**src/rtl/exc_pkg.sv**
```systemverilog
// Shared constants for the commit-stage exception sequencer: cause codes,
// sequencer states, CP0 Status/Cause bit positions and the EPC helper.
package exc_pkg;

    localparam logic [4:0] EXC_INT  = 5'h00;
    localparam logic [4:0] EXC_ADEL = 5'h04;
    localparam logic [4:0] EXC_ADES = 5'h05;
    localparam logic [4:0] EXC_SYS  = 5'h08;
    localparam logic [4:0] EXC_BP   = 5'h09;
    localparam logic [4:0] EXC_RI   = 5'h0A;
    localparam logic [4:0] EXC_OV   = 5'h0C;

    localparam int STATUS_IE  = 0;
    localparam int STATUS_EXL = 1;
    localparam int IP_LO      = 8;
    localparam int IP_HI      = 15;

    typedef enum logic [1:0] {
        IDLE     = 2'd0,
        FLUSH    = 2'd1,
        REDIRECT = 2'd2
    } exc_state_t;

    // A delay-slot instruction restarts at its branch, one word earlier.
    function automatic logic [31:0] exc_epc(input logic [31:0] pc, input logic in_ds);
        return in_ds ? (pc - 32'd4) : pc;
    endfunction

endpackage

```
**src/rtl/exc_prio_sel.sv**
```systemverilog
// Combinational arbitration of interrupt, slot-0 and slot-1 exception/ERET
// requests; reports the winning event and the per-slot kill flags.
module exc_prio_sel
    import exc_pkg::*;
(
    input  logic        slot0_valid,
    input  logic [31:0] slot0_pc,
    input  logic        slot0_exc,
    input  logic [4:0]  slot0_exc_code,
    input  logic        slot0_in_ds,
    input  logic        slot0_bad_we,
    input  logic [31:0] slot0_badaddr,
    input  logic        slot0_eret,
    input  logic        slot1_valid,
    input  logic [31:0] slot1_pc,
    input  logic        slot1_exc,
    input  logic [4:0]  slot1_exc_code,
    input  logic        slot1_in_ds,
    input  logic        slot1_bad_we,
    input  logic [31:0] slot1_badaddr,
    input  logic        slot1_eret,
    input  logic [31:0] cp0_status,
    input  logic [31:0] cp0_cause,
    output logic        slot0_event,
    output logic        slot1_event,
    output logic        event_valid,
    output logic        is_eret,
    output logic [4:0]  code,
    output logic [31:0] epc,
    output logic        bd,
    output logic        bad_we,
    output logic [31:0] badaddr
);

    logic int_pend;
    logic s0_int, s0_exc, s0_eret, s1_exc, s1_eret;
    logic unused_cp0;

    assign int_pend = cp0_status[STATUS_IE] & ~cp0_status[STATUS_EXL]
                    & (|(cp0_cause[IP_HI:IP_LO] & cp0_status[IP_HI:IP_LO]));
    assign unused_cp0 = ^{cp0_status[31:16], cp0_status[7:2], cp0_cause[31:16], cp0_cause[7:0]};

    assign s0_int  = int_pend & slot0_valid;
    assign s0_exc  = slot0_valid & slot0_exc;
    assign s0_eret = slot0_valid & slot0_eret;
    assign s1_exc  = slot1_valid & slot1_exc;
    assign s1_eret = slot1_valid & slot1_eret;

    assign slot0_event = s0_int | s0_exc | s0_eret;
    assign slot1_event = s1_exc | s1_eret;

    always_comb begin
        event_valid = 1'b0;
        is_eret     = 1'b0;
        code        = 5'h00;
        epc         = 32'h0;
        bd          = 1'b0;
        bad_we      = 1'b0;
        badaddr     = 32'h0;
        if (s0_int) begin
            event_valid = 1'b1;
            code        = EXC_INT;
            epc         = exc_epc(slot0_pc, slot0_in_ds);
            bd          = slot0_in_ds;
        end else if (s0_exc) begin
            event_valid = 1'b1;
            code        = slot0_exc_code;
            epc         = exc_epc(slot0_pc, slot0_in_ds);
            bd          = slot0_in_ds;
            bad_we      = slot0_bad_we;
            badaddr     = slot0_badaddr;
        end else if (s0_eret) begin
            event_valid = 1'b1;
            is_eret     = 1'b1;
        end else if (s1_exc) begin
            event_valid = 1'b1;
            code        = slot1_exc_code;
            epc         = exc_epc(slot1_pc, slot1_in_ds);
            bd          = slot1_in_ds;
            bad_we      = slot1_bad_we;
            badaddr     = slot1_badaddr;
        end else if (s1_eret) begin
            event_valid = 1'b1;
            is_eret     = 1'b1;
        end
    end

endmodule

```
**src/rtl/exc_commit_ctrl.sv**
```systemverilog
// Commit-stage exception/ERET sequencer: writes CP0 once, flushes the pipe
// for FLUSH_CYCLES cycles, then hands the redirect PC to fetch.
module exc_commit_ctrl
    import exc_pkg::*;
#(
    parameter logic [31:0] EXC_VECTOR   = 32'hBFC0_0380,
    parameter int          FLUSH_CYCLES = 2
) (
    input  logic        clk,
    input  logic        resetn,
    input  logic        slot0_valid,
    input  logic [31:0] slot0_pc,
    input  logic        slot0_exc,
    input  logic [4:0]  slot0_exc_code,
    input  logic        slot0_in_ds,
    input  logic        slot0_bad_we,
    input  logic [31:0] slot0_badaddr,
    input  logic        slot0_eret,
    input  logic        slot1_valid,
    input  logic [31:0] slot1_pc,
    input  logic        slot1_exc,
    input  logic [4:0]  slot1_exc_code,
    input  logic        slot1_in_ds,
    input  logic        slot1_bad_we,
    input  logic [31:0] slot1_badaddr,
    input  logic        slot1_eret,
    input  logic [31:0] cp0_status,
    input  logic [31:0] cp0_cause,
    input  logic [31:0] cp0_epc,
    output logic        commit_ok0,
    output logic        commit_ok1,
    output logic        has_exp,
    output logic [4:0]  exp_cause_code,
    output logic [31:0] exp_epc,
    output logic        exp_is_in_delayslot,
    output logic        wen_badaddress,
    output logic [31:0] exp_badaddress,
    output logic        eret_clear,
    output logic        flush,
    output logic        redirect_valid,
    output logic [31:0] redirect_pc,
    input  logic        redirect_ready
);

    exc_state_t  state_reg, state_next;
    logic [3:0]  cnt_reg, cnt_next;
    logic        slot0_event, slot1_event, event_valid, is_eret, sel_bd, sel_bad_we;
    logic [4:0]  sel_code;
    logic [31:0] sel_epc, sel_badaddr;
    logic        accept;

    exc_prio_sel u_prio (
        .slot0_valid    (slot0_valid),
        .slot0_pc       (slot0_pc),
        .slot0_exc      (slot0_exc),
        .slot0_exc_code (slot0_exc_code),
        .slot0_in_ds    (slot0_in_ds),
        .slot0_bad_we   (slot0_bad_we),
        .slot0_badaddr  (slot0_badaddr),
        .slot0_eret     (slot0_eret),
        .slot1_valid    (slot1_valid),
        .slot1_pc       (slot1_pc),
        .slot1_exc      (slot1_exc),
        .slot1_exc_code (slot1_exc_code),
        .slot1_in_ds    (slot1_in_ds),
        .slot1_bad_we   (slot1_bad_we),
        .slot1_badaddr  (slot1_badaddr),
        .slot1_eret     (slot1_eret),
        .cp0_status     (cp0_status),
        .cp0_cause      (cp0_cause),
        .slot0_event    (slot0_event),
        .slot1_event    (slot1_event),
        .event_valid    (event_valid),
        .is_eret        (is_eret),
        .code           (sel_code),
        .epc            (sel_epc),
        .bd             (sel_bd),
        .bad_we         (sel_bad_we),
        .badaddr        (sel_badaddr)
    );

    assign accept = (state_reg == IDLE) & event_valid;

    always_ff @(posedge clk or negedge resetn) begin
        if (!resetn) begin
            state_reg <= IDLE;
            cnt_reg   <= 4'd0;
        end else begin
            state_reg <= state_next;
            cnt_reg   <= cnt_next;
        end
    end

    always_comb begin
        state_next = state_reg;
        cnt_next   = cnt_reg;
        case (state_reg)
            IDLE: begin
                if (event_valid) begin
                    state_next = FLUSH;
                    cnt_next   = 4'(FLUSH_CYCLES - 1);
                end
            end
            FLUSH: begin
                if (cnt_reg == 4'd0) state_next = REDIRECT;
                else                 cnt_next   = cnt_reg - 4'd1;
            end
            REDIRECT: begin
                if (redirect_ready) state_next = IDLE;
            end
            default: state_next = IDLE;
        endcase
    end

    always_comb begin
        commit_ok0     = (state_reg == IDLE) & slot0_valid & ~slot0_event;
        commit_ok1     = (state_reg == IDLE) & slot1_valid & ~slot0_event & ~slot1_event;
        flush          = (state_reg == FLUSH);
        redirect_valid = (state_reg == REDIRECT);
    end

    // CP0 strobes pulse for the single cycle after acceptance; data and target hold.
    always_ff @(posedge clk or negedge resetn) begin
        if (!resetn) begin
            has_exp             <= 1'b0;
            eret_clear          <= 1'b0;
            wen_badaddress      <= 1'b0;
            exp_cause_code      <= 5'h00;
            exp_epc             <= 32'h0;
            exp_is_in_delayslot <= 1'b0;
            exp_badaddress      <= 32'h0;
            redirect_pc         <= 32'h0;
        end else begin
            has_exp        <= accept & ~is_eret;
            eret_clear     <= accept & is_eret;
            wen_badaddress <= accept & ~is_eret & sel_bad_we;
            if (accept) begin
                redirect_pc <= is_eret ? cp0_epc : EXC_VECTOR;
                if (!is_eret) begin
                    exp_cause_code      <= sel_code;
                    exp_epc             <= sel_epc;
                    exp_is_in_delayslot <= sel_bd;
                    exp_badaddress      <= sel_badaddr;
                end
            end
        end
    end

endmodule

```
**config.mk**
```make
export PLATFORM = sky130hd
export DESIGN_NAME = exc_commit_ctrl
export DESIGN_NICKNAME = d
export VERILOG_FILES = /design/src/rtl/exc_pkg.sv /design/src/rtl/exc_prio_sel.sv /design/src/rtl/exc_commit_ctrl.sv
export SDC_FILE = /design/constraint.sdc
export NUM_CORES = 1
export LEC_CHECK = 0
export ABC_AREA = 1
export CORE_AREA = 2 2 139 141
export CTS_BUF_LIST = sky130_fd_sc_hd__clkbuf_4
export DETAILED_ROUTE_END_ITERATION = 10
export DIE_AREA = 0 0 141 143
export PLACE_DENSITY = 0.84
export SYNTH_ARGS = -nofsm -noshare
export SYNTH_HDL_FRONTEND = slang
export SYNTH_SLANG_ARGS = --single-unit
```
**constraint.sdc**
```tcl
create_clock -name clk -period 3.02 [get_ports clk]
set_input_delay 0.604 -clock clk [delete_from_list [all_inputs] [get_ports clk]]
set_output_delay 0.604 -clock clk [all_outputs]
set_load 0.03 [all_outputs]
```
==> impl_results.md, run 1 <==
- Status: completed
- Compound-gate portion of the synthesized area: 0.128
- TNS Setup: 0 ns
- Syn Area/Cell: 6.90 µm²
- Ys flop type: dfrtp_1
- Crit path max fanout: 4
- Postcts setup bufs: 0
- Post-synthesis net count: 1255
- Main combinational cell family by area after synthesis: simple AND/OR/NAND/NOR gates
- Congestion Overflow GR: 0
- Int Pwr: 4.19 mW
- Synth Area in Simple Gates: 0.363
- Maximum capacitance violations: 0
- Hold crit path type: primary input to async pin
- Tcrit/Tclk final: 0.906
- IO Port Bufs: 309
- Synth area leader: dfrtp_1
- Number of synthesized flops with an enable pin: 0
- Crit path time final: 2.74 ns
- Cell area power density: 749 nW/µm²
- Cts bufs inserted: 9
- Final hold viol count: 0
- Max Fclk: 0.365 GHz
- Hold Buf Count CTS: 0
- First-pass GRT wire length: 37000 µm
- Area growth from synthesis to layout: 50.3%
- Slowest CP cell: clkdlybuf4s50_1
- CTS clk-pin slew, worst paths: 0.20 ns
- Peak supply drop: 0.000382 V
- Cell Area, Synth: 6920 µm²
- Initial Util: 0.373
- Max-slew violations: 0
- Maximum single-stage delay on the critical path: 0.41 ns
- Met2 GRT Util: 0.381
- Post-synthesis adder-cell area fraction: 0.00723
- Comb pwr share: 0.580
- Clk pwr share: 0.098
- Post-synth ARST share: 1.00
- CP bufs+invs: 3
- Ys Warns: 0
- Crit end category: output pin
- Nets: 1551
- Cell with the most instances after synthesis: nand2_1
- Drt total wl: 23800 µm
- DRC: 0
- Multiplexer share of the synthesized area: 0
- Worst Tran Pin Value: 0.667 ns
- Sw Share: 0.463
- # IOs: 356
- Synth unique cells: 41
- Final Wtd Congestion: 0.943
- Psw: 3.61 mW
- Largest regs: exp_badaddress x32, exp_epc x32, redirect_pc x32
- Commonest cells in the synthesized netlist: 352 x nand2_1, 135 x nor2_1, 111 x dfrtp_1
- Clock Path Buffers: 2
- Post-CTS sizing: 0
- Critical path's most frequent cell: nand2_1
- Antenna-violating nets left: 0
- Post-DR wirelength/cell: 15.5 µm
- Vias after detailed routing: 7765
- Synth top area share: 0.401
- Core box area: 18600 µm²
- Via-to-Cell Ratio: 5.04
- Global-route layer with the greatest usage: met2
- Slew headroom: 0.552
- Placed wire-length estimate: 18400 µm
- CTS tree: built
- Crit path kind: primary input to output pin
- Largest net degree at the start of global routing: 75
- Share of power burned in registers: 0.322
- Clk_skew: 0.0257 ns
- Tot GR Track Use: 0.231
- Hold_ws: 0.0946 ns
- Die area: 20200 µm²
- CP cell instances: clkdlybuf4s50_1 -> nand2_1 -> nand2_1 -> nor2_1 -> nand2_1 -> nand2_1 -> nand2_1 -> nor4_1 -> buf_4 -> buf_12
- CTS Sinks: 111
- Initial antenna violation count: 2
- First DRT Iteration DRCs: 423
- Vias in the first global route: 7344
- Clk_lat worst skew: 0.51 ns
- Met3 global-route usage: 0.0587
- Clock root cell: clkbuf_4
- Startpoint types: primary input
- XOR/XNOR Fraction of Synth Area: 0.0253
- DIE HEIGHT: 143 µm
- Top cells by area, synth: dfrtp_1 40%, nand2_1 19%, nor2_1 7.3%
- Die W: 141 µm
- GR Util met1: 0.291
- Syn Inst Count: 1004
- Share of cells above drive strength 1: 0.0582
- Yosys reg bits: 111
- Final setup vio count: 0
- Crit-path leading delay family: simple AND/OR/NAND/NOR gates
- DR pass1 iterations: 5
- Leakage power: 4.72 nW
- Req. time, crit path: 2.42 ns
- Register area share after synthesis: 0.401
- FP Rows: 50
- CP Data Arrival Time: 2.13 ns
- RSZ-0062 raised after global routing: false
- H-tree depth: 3
## path summary, 6_finish.rpt
path / start / to / slack [ns] / cells past startpoint
min: resetn / redirect_pc[11]$_DFFE_PN0N_ / 0.09 / 1
min in group clk: redirect_pc[4]$_DFFE_PN0N_ / redirect_pc[4]$_DFFE_PN0N_ / 0.50 / 2
max: cp0_status[11] / commit_ok0 / 0.28 / 10
max reg2reg: state_reg[1]$_DFFE_PN0P_ / exp_badaddress[3]$_DFFE_PN0P_ / 1.31 / 6
min reg2reg: redirect_pc[4]$_DFFE_PN0N_ / redirect_pc[4]$_DFFE_PN0N_ / 0.50 / 2
max in group asynchronous: resetn / exp_is_in_delayslot$_DFFE_PN0P_ / 2.11 / 2
## cell families (layout without fill, tap and decap cells)
logic type | after synthesis | in the layout
simple gates | 603 | 603
compound gates | 144 | 144
buf+inv | 122 | 423
flops | 111 | 111
xor+xnor | 20 | 20
fa+ha+maj | 4 | 4
other cells | 0 | 1
## cells in the final DEF, fill, tap and decap left out, types with 3 or more instances in the layout
cell | netlist | routed
buf_4 | 5 | 14
o21a_1 | 3 | 3
nand4_1 | 17 | 17
xor2_1 | 13 | 13
nor2_4 | 4 | 4
nand2_1 | 352 | 352
o21ai_0 | 46 | 46
buf_12 | 0 | 5
o21ai_2 | 20 | 20
o21ai_1 | 3 | 3
nand3b_1 | 5 | 5
clkbuf_4 | 0 | 9
inv_1 | 76 | 76
nor2_1 | 135 | 135
a31oi_1 | 3 | 3
ha_1 | 4 | 4
o21bai_1 | 4 | 4
a21oi_1 | 43 | 43
nor2_2 | 3 | 3
a22oi_1 | 4 | 4
nand3_1 | 67 | 67
inv_2 | 6 | 6
dfrtp_1 | 111 | 111
nor3_1 | 7 | 7
xnor2_1 | 7 | 7
o22a_1 | 12 | 12
clkdlybuf4s50_1 | 0 | 306
## power by group through the flow
stage	Combinational (mW)	Sequential [mW]	Clock (mW)
after detailed placement	4.55	2.54	0
after global placement	4.49	2.53	0
after global routing	4.83	2.60	0.847
after floorplan	1.22	3.78	0
final	4.52	2.51	0.766
after CTS	4.57	2.52	0.802
## per-layer routing
layer,wire [µm],part of all wire
met2,11200,0.47
met3,2050,0.086
met4,708,0.030
met5,13,0.00055
met1,9830,0.41
## per-stage QoR
step,instances,area (µm²),total power [mW],util,worst slack (ns)
after global placement,1523,10300,7.02,0.553,0.245
after global routing,1540,10400,8.28,0.560,0.0945
after detailed placement,1523,10300,7.09,0.553,0.232
after CTS,1539,10400,7.88,0.560,0.213
final,1540,10400,7.80,0.560,0.283
after floorplan,1004,6920,5.00,-,0.113
## worst register-to-register path: stages (launching register included)
cell	delay, ns
dfrtp_1	0.43
nor2_1	0.27
nand3_2	0.16
inv_2	0.24
nand2_1	0.14
buf_12	0.20
o21ai_0	0.22
## layout make-up
class | count | area (µm²)
multi-input combinational | 771 | 3620
sequential | 111 | 2780
fill | 1749 | 8170
clock buffer | 9 | 67.6
antenna | 1 | 2.50
timing repair buffer | 325 | 3270
clock inverter | 7 | 70.1
inverter | 82 | 308
tap | 234 | 293
Note: power is estimated with default switching activity, not from simulation.
==> run 2, diff against run 1 <==
- ABC_AREA: 1 -> default
- HOLD_SLACK_MARGIN: default -> 0.03
- PLACE_DENSITY: 0.84 -> 0.79
==> run 2 against run 1 <==
  * Wire length down 5.8%
  * Critical path depth down 2
  * Power down 0.87%
  * Critical endpoint is now commit_ok1
  * Largest cell class is now non-clock buffers
  * Largest power group unchanged
  * Highest routed layer is now met4
==> impl_results.md, run 2 <==
- Post-CTS sizing: 0 (unchanged)
- Initial antenna violation count: 1 (-1)
- Final Wtd Congestion: 0.936 (-0.72%)
- Synth area leader: dfrtp_1
- FP Rows: 50 (unchanged)
- DRC: 0 (unchanged)
- Max-slew violations: 0 (unchanged)
- Post-synth ARST share: 1.00 (unchanged)
- Commonest cells in the synthesized netlist: 111 x dfrtp_1, 65 x nand2_1, 43 x nor2_1
- Int Pwr: 4.27 mW (+2.0%)
- Most frequent cells in the layout: 306 x clkdlybuf4s50_1, 111 x dfrtp_1, 64 x nand2_1
- H-tree depth: 3 (unchanged)
- Ys Warns: 0 (unchanged)
- Syn Area/Cell: 9.54 µm² (+38%)
- CP Data Arrival Time: 2.29 ns (+0.16 ns)
- Placed cell areas: 9800 µm² (-4.6%)
- Worst Tran Pin Value: 0.745 ns (+0.0786 ns)
- Post-synthesis net count: 885 (-29%)
- TNS Setup: 0 ns (unchanged)
- Number of synthesized flops with an enable pin: 0 (unchanged)
- Crit end category: output pin
- CP cell instances: clkdlybuf4s50_1 -> a22oi_1 -> nand4_1 -> a41oi_4 -> nand2_2 -> nor3_2 -> buf_4 -> buf_12
- Die W: 141 µm (unchanged)
- Req. time, crit path: 2.42 ns (about the same)
- Via-to-Cell Ratio: 5.22 (+3.4%)
- Largest net degree at the start of global routing: 87 (+16%)
- Initial Util: 0.326 (-0.0469)
- Congestion Overflow GR: 0 (unchanged)
- Comb pwr share: 0.582 (+0.002)
- Final setup vio count: 0 (unchanged)
- Cell area power density: 778 nW/µm² (+3.9%)
- Startpoint types: primary input
- DR pass1 iterations: 5 (unchanged)
- Tot GR Track Use: 0.216 (-0.0143)
- Placed wire-length estimate: 17600 µm (-4.4%)
- Cts bufs inserted: 9 (unchanged)
- Cell with the most instances after synthesis: dfrtp_1
- Commonest non-fill, non-tap cell in the layout: clkdlybuf4s50_1
- Syn Inst Count: 634 (-37%)
- Crit path from: cp0_cause[8]
- Clk_skew: 0.00866 ns (-0.0171 ns)
- Hold_ws: 0.229 ns (+0.134 ns)
- CTS clk-pin slew, worst paths: 0.18 ns (-0.02 ns)
- Crit path time final: 2.89 ns (+0.154 ns)
- Status: completed
- Core box area: 18600 µm² (unchanged)
- Vias in the first global route: 6230 (-15%)
- Top cells by area, synth: dfrtp_1 46%, a22oi_1 5.1%, o31ai_1 4.6%
- RSZ-0062 raised after global routing: false
- Synth unique cells: 55 (+34%)
- Sw Share: 0.448 (-0.0156)
- Leakage power: 3.88 nW (-18%)
- Vias after detailed routing: 6306 (-19%)
- IO Port Bufs: 309 (unchanged)
- Clock root cell: clkbuf_4
- Clk_lat worst skew: 0.48 ns (-0.03 ns)
- Nets: 1221 (-21%)
- Placed insts: 1193 (-22%)
- Max Fclk: 0.346 GHz (-5.3%)
- Crit-path leading delay family: buffers and inverters
- First-pass GRT wire length: 34000 µm (-8.0%)
- Synth top area share: 0.459 (+0.0578)
- Yosys reg bits: 111 (unchanged)
- CTS tree: built
- Maximum single-stage delay on the critical path: 0.43 ns (+0.02 ns)
- Reg-to-Reg End: exp_epc[28]$_DFFE_PN0P_
- Maximum capacitance violations: 0 (unchanged)
- Clock Path Buffers: 2 (unchanged)
- Share of cells above drive strength 1: 0.0986 (+0.0403)
- Cell Area, Synth: 6050 µm² (-13%)
- Register area share after synthesis: 0.459 (+0.0578)
- Reg-to-reg slack, setup: 1.21 ns (-0.10 ns)
- Finished Cell Area: 9930 µm² (-4.5%)
- Slew headroom: 0.503 (-0.0490)
- Hold Buf Count CTS: 0 (unchanged)
- Die area: 20200 µm² (unchanged)
- Final hold viol count: 0 (unchanged)
- CTS Sinks: 111 (unchanged)
- Drt total wl: 22400 µm (-5.8%)
- Slowest CP cell: clkdlybuf4s50_1
- Post-DR wirelength/cell: 18.6 µm (+20%)
- Tcrit/Tclk final: 0.958 (+0.0511)
- Post-Layout Cell Count: 1209 (-21%)
- Antenna-violating nets left: 0 (unchanged)
- CP bufs+invs: 3 (unchanged)
- Ys flop type: dfrtp_1
- Peak supply drop: 0.000415 V (+8.6%)
- Worst r2r path cells: 6 (unchanged)
- Crit path kind: primary input to output pin
- Worst reg2reg startpoint: state_reg[1]$_DFFE_PN0P_
- Largest regs: exp_badaddress x32, exp_epc x32, redirect_pc x32
- First DRT Iteration DRCs: 338 (-20%)
- Hold crit path type: primary input to async pin
- Clk pwr share: 0.092 (-0.006)
- Postcts setup bufs: 0 (unchanged)
- Share of power burned in registers: 0.325 (+0.003)
- DIE HEIGHT: 143 µm (unchanged)
- Psw: 3.46 mW (-4.2%)
- Crit path max fanout: 3 (-1)
- Area growth from synthesis to layout: 64.2%
- # IOs: 356 (unchanged)
-- run 2: cell count changes after synthesis, sizes merged, moves of 37 or more --
cell / change
a22oi: +37
inv: -67
nand3: -54
o31ai: +37
o21ai: -37
nor2: -98
nand2: -289
-- run 2: power groups by stage --
stage | Combinational, mW | Clock [mW] | Sequential (mW)
after floorplan | 1.14 | 0 | 3.75
after global placement | 4.46 | 0 | 2.53
after detailed placement | 4.52 | 0 | 2.55
after CTS | 4.54 | 0.757 | 2.52
after global routing | 4.77 | 0.817 | 2.60
final | 4.50 | 0.715 | 2.51
-- run 2: kinds of logic (layout without fill, tap and decap cells) --
| kind of cell | Yosys count | in the layout | synth area share |
|---|---|---|---|
| other | 0 | 1 | 0 |
| xor gates and xnor gates | 57 | 57 | 0.0825 |
| and+or+nand+nor | 209 | 209 | 0.178 |
| muxes | 2 | 2 | 0.00331 |
| buffers and inverters | 60 | 400 | 0.0409 |
| adders and majority gates | 4 | 4 | 0.00827 |
| DFF | 111 | 111 | 0.459 |
| AOI/OAI and AO/OA | 191 | 191 | 0.228 |
-- run 2: metrics by stage --
| step | setup WS, ns | power (mW) | utilization |
|---|---|---|---|
| floorplan | 0.0593 | 4.89 | - |
| global placement | -0.0787 | 6.98 | 0.527 |
| detailed placement | -0.0844 | 7.07 | 0.527 |
| CTS | 0.0145 | 7.81 | 0.534 |
| global route | 0.0426 | 8.19 | 0.535 |
| finish | 0.128 | 7.73 | 0.535 |
-- run 2: worst register-to-register path: stages (launching register included) --
cell	delay [ns]
dfrtp_1	0.45
or2_2	0.42
a21o_4	0.28
inv_1	0.11
buf_12	0.18
nor2_1	0.06
a221oi_1	0.22
-- run 2: layout make-up --
cell class                      count  area, µm²
Fill cell                        1671       8650
Multi-Input combinational cell    463       3070
Clock inverter                      6       52.6
Timing Repair Buffer              370       3620
Clock buffer                        9       67.6
Sequential cell                   111       2780
Tap cell                          234        293
Antenna cell                        1       2.50
Inverter                           15       56.3
-- run 2: worst max-delay path by stage --
stage | to | slack [ns] | cells past startpoint
final | commit_ok1 | 0.13 | 8
after global routing | commit_ok1 | 0.04 | 8
after CTS | commit_ok1 | 0.01 | 8
after detailed placement | exp_epc[31]$_DFFE_PN0P_ | -0.08 | 7
after global placement | exp_epc[31]$_DFFE_PN0P_ | -0.08 | 7
after floorplan | commit_ok0 | 0.06 | 6
-- run 2: layer usage --
metal,part of all wire,track usage,up-vias,wire length [µm]
met5,0,0,-,0
met4,0.026,0.0663,0,573
met3,0.073,0.0600,34,1630
met2,0.49,0.369,263,11000
met1,0.41,0.268,2979,9270
li1,-,-,3030,-
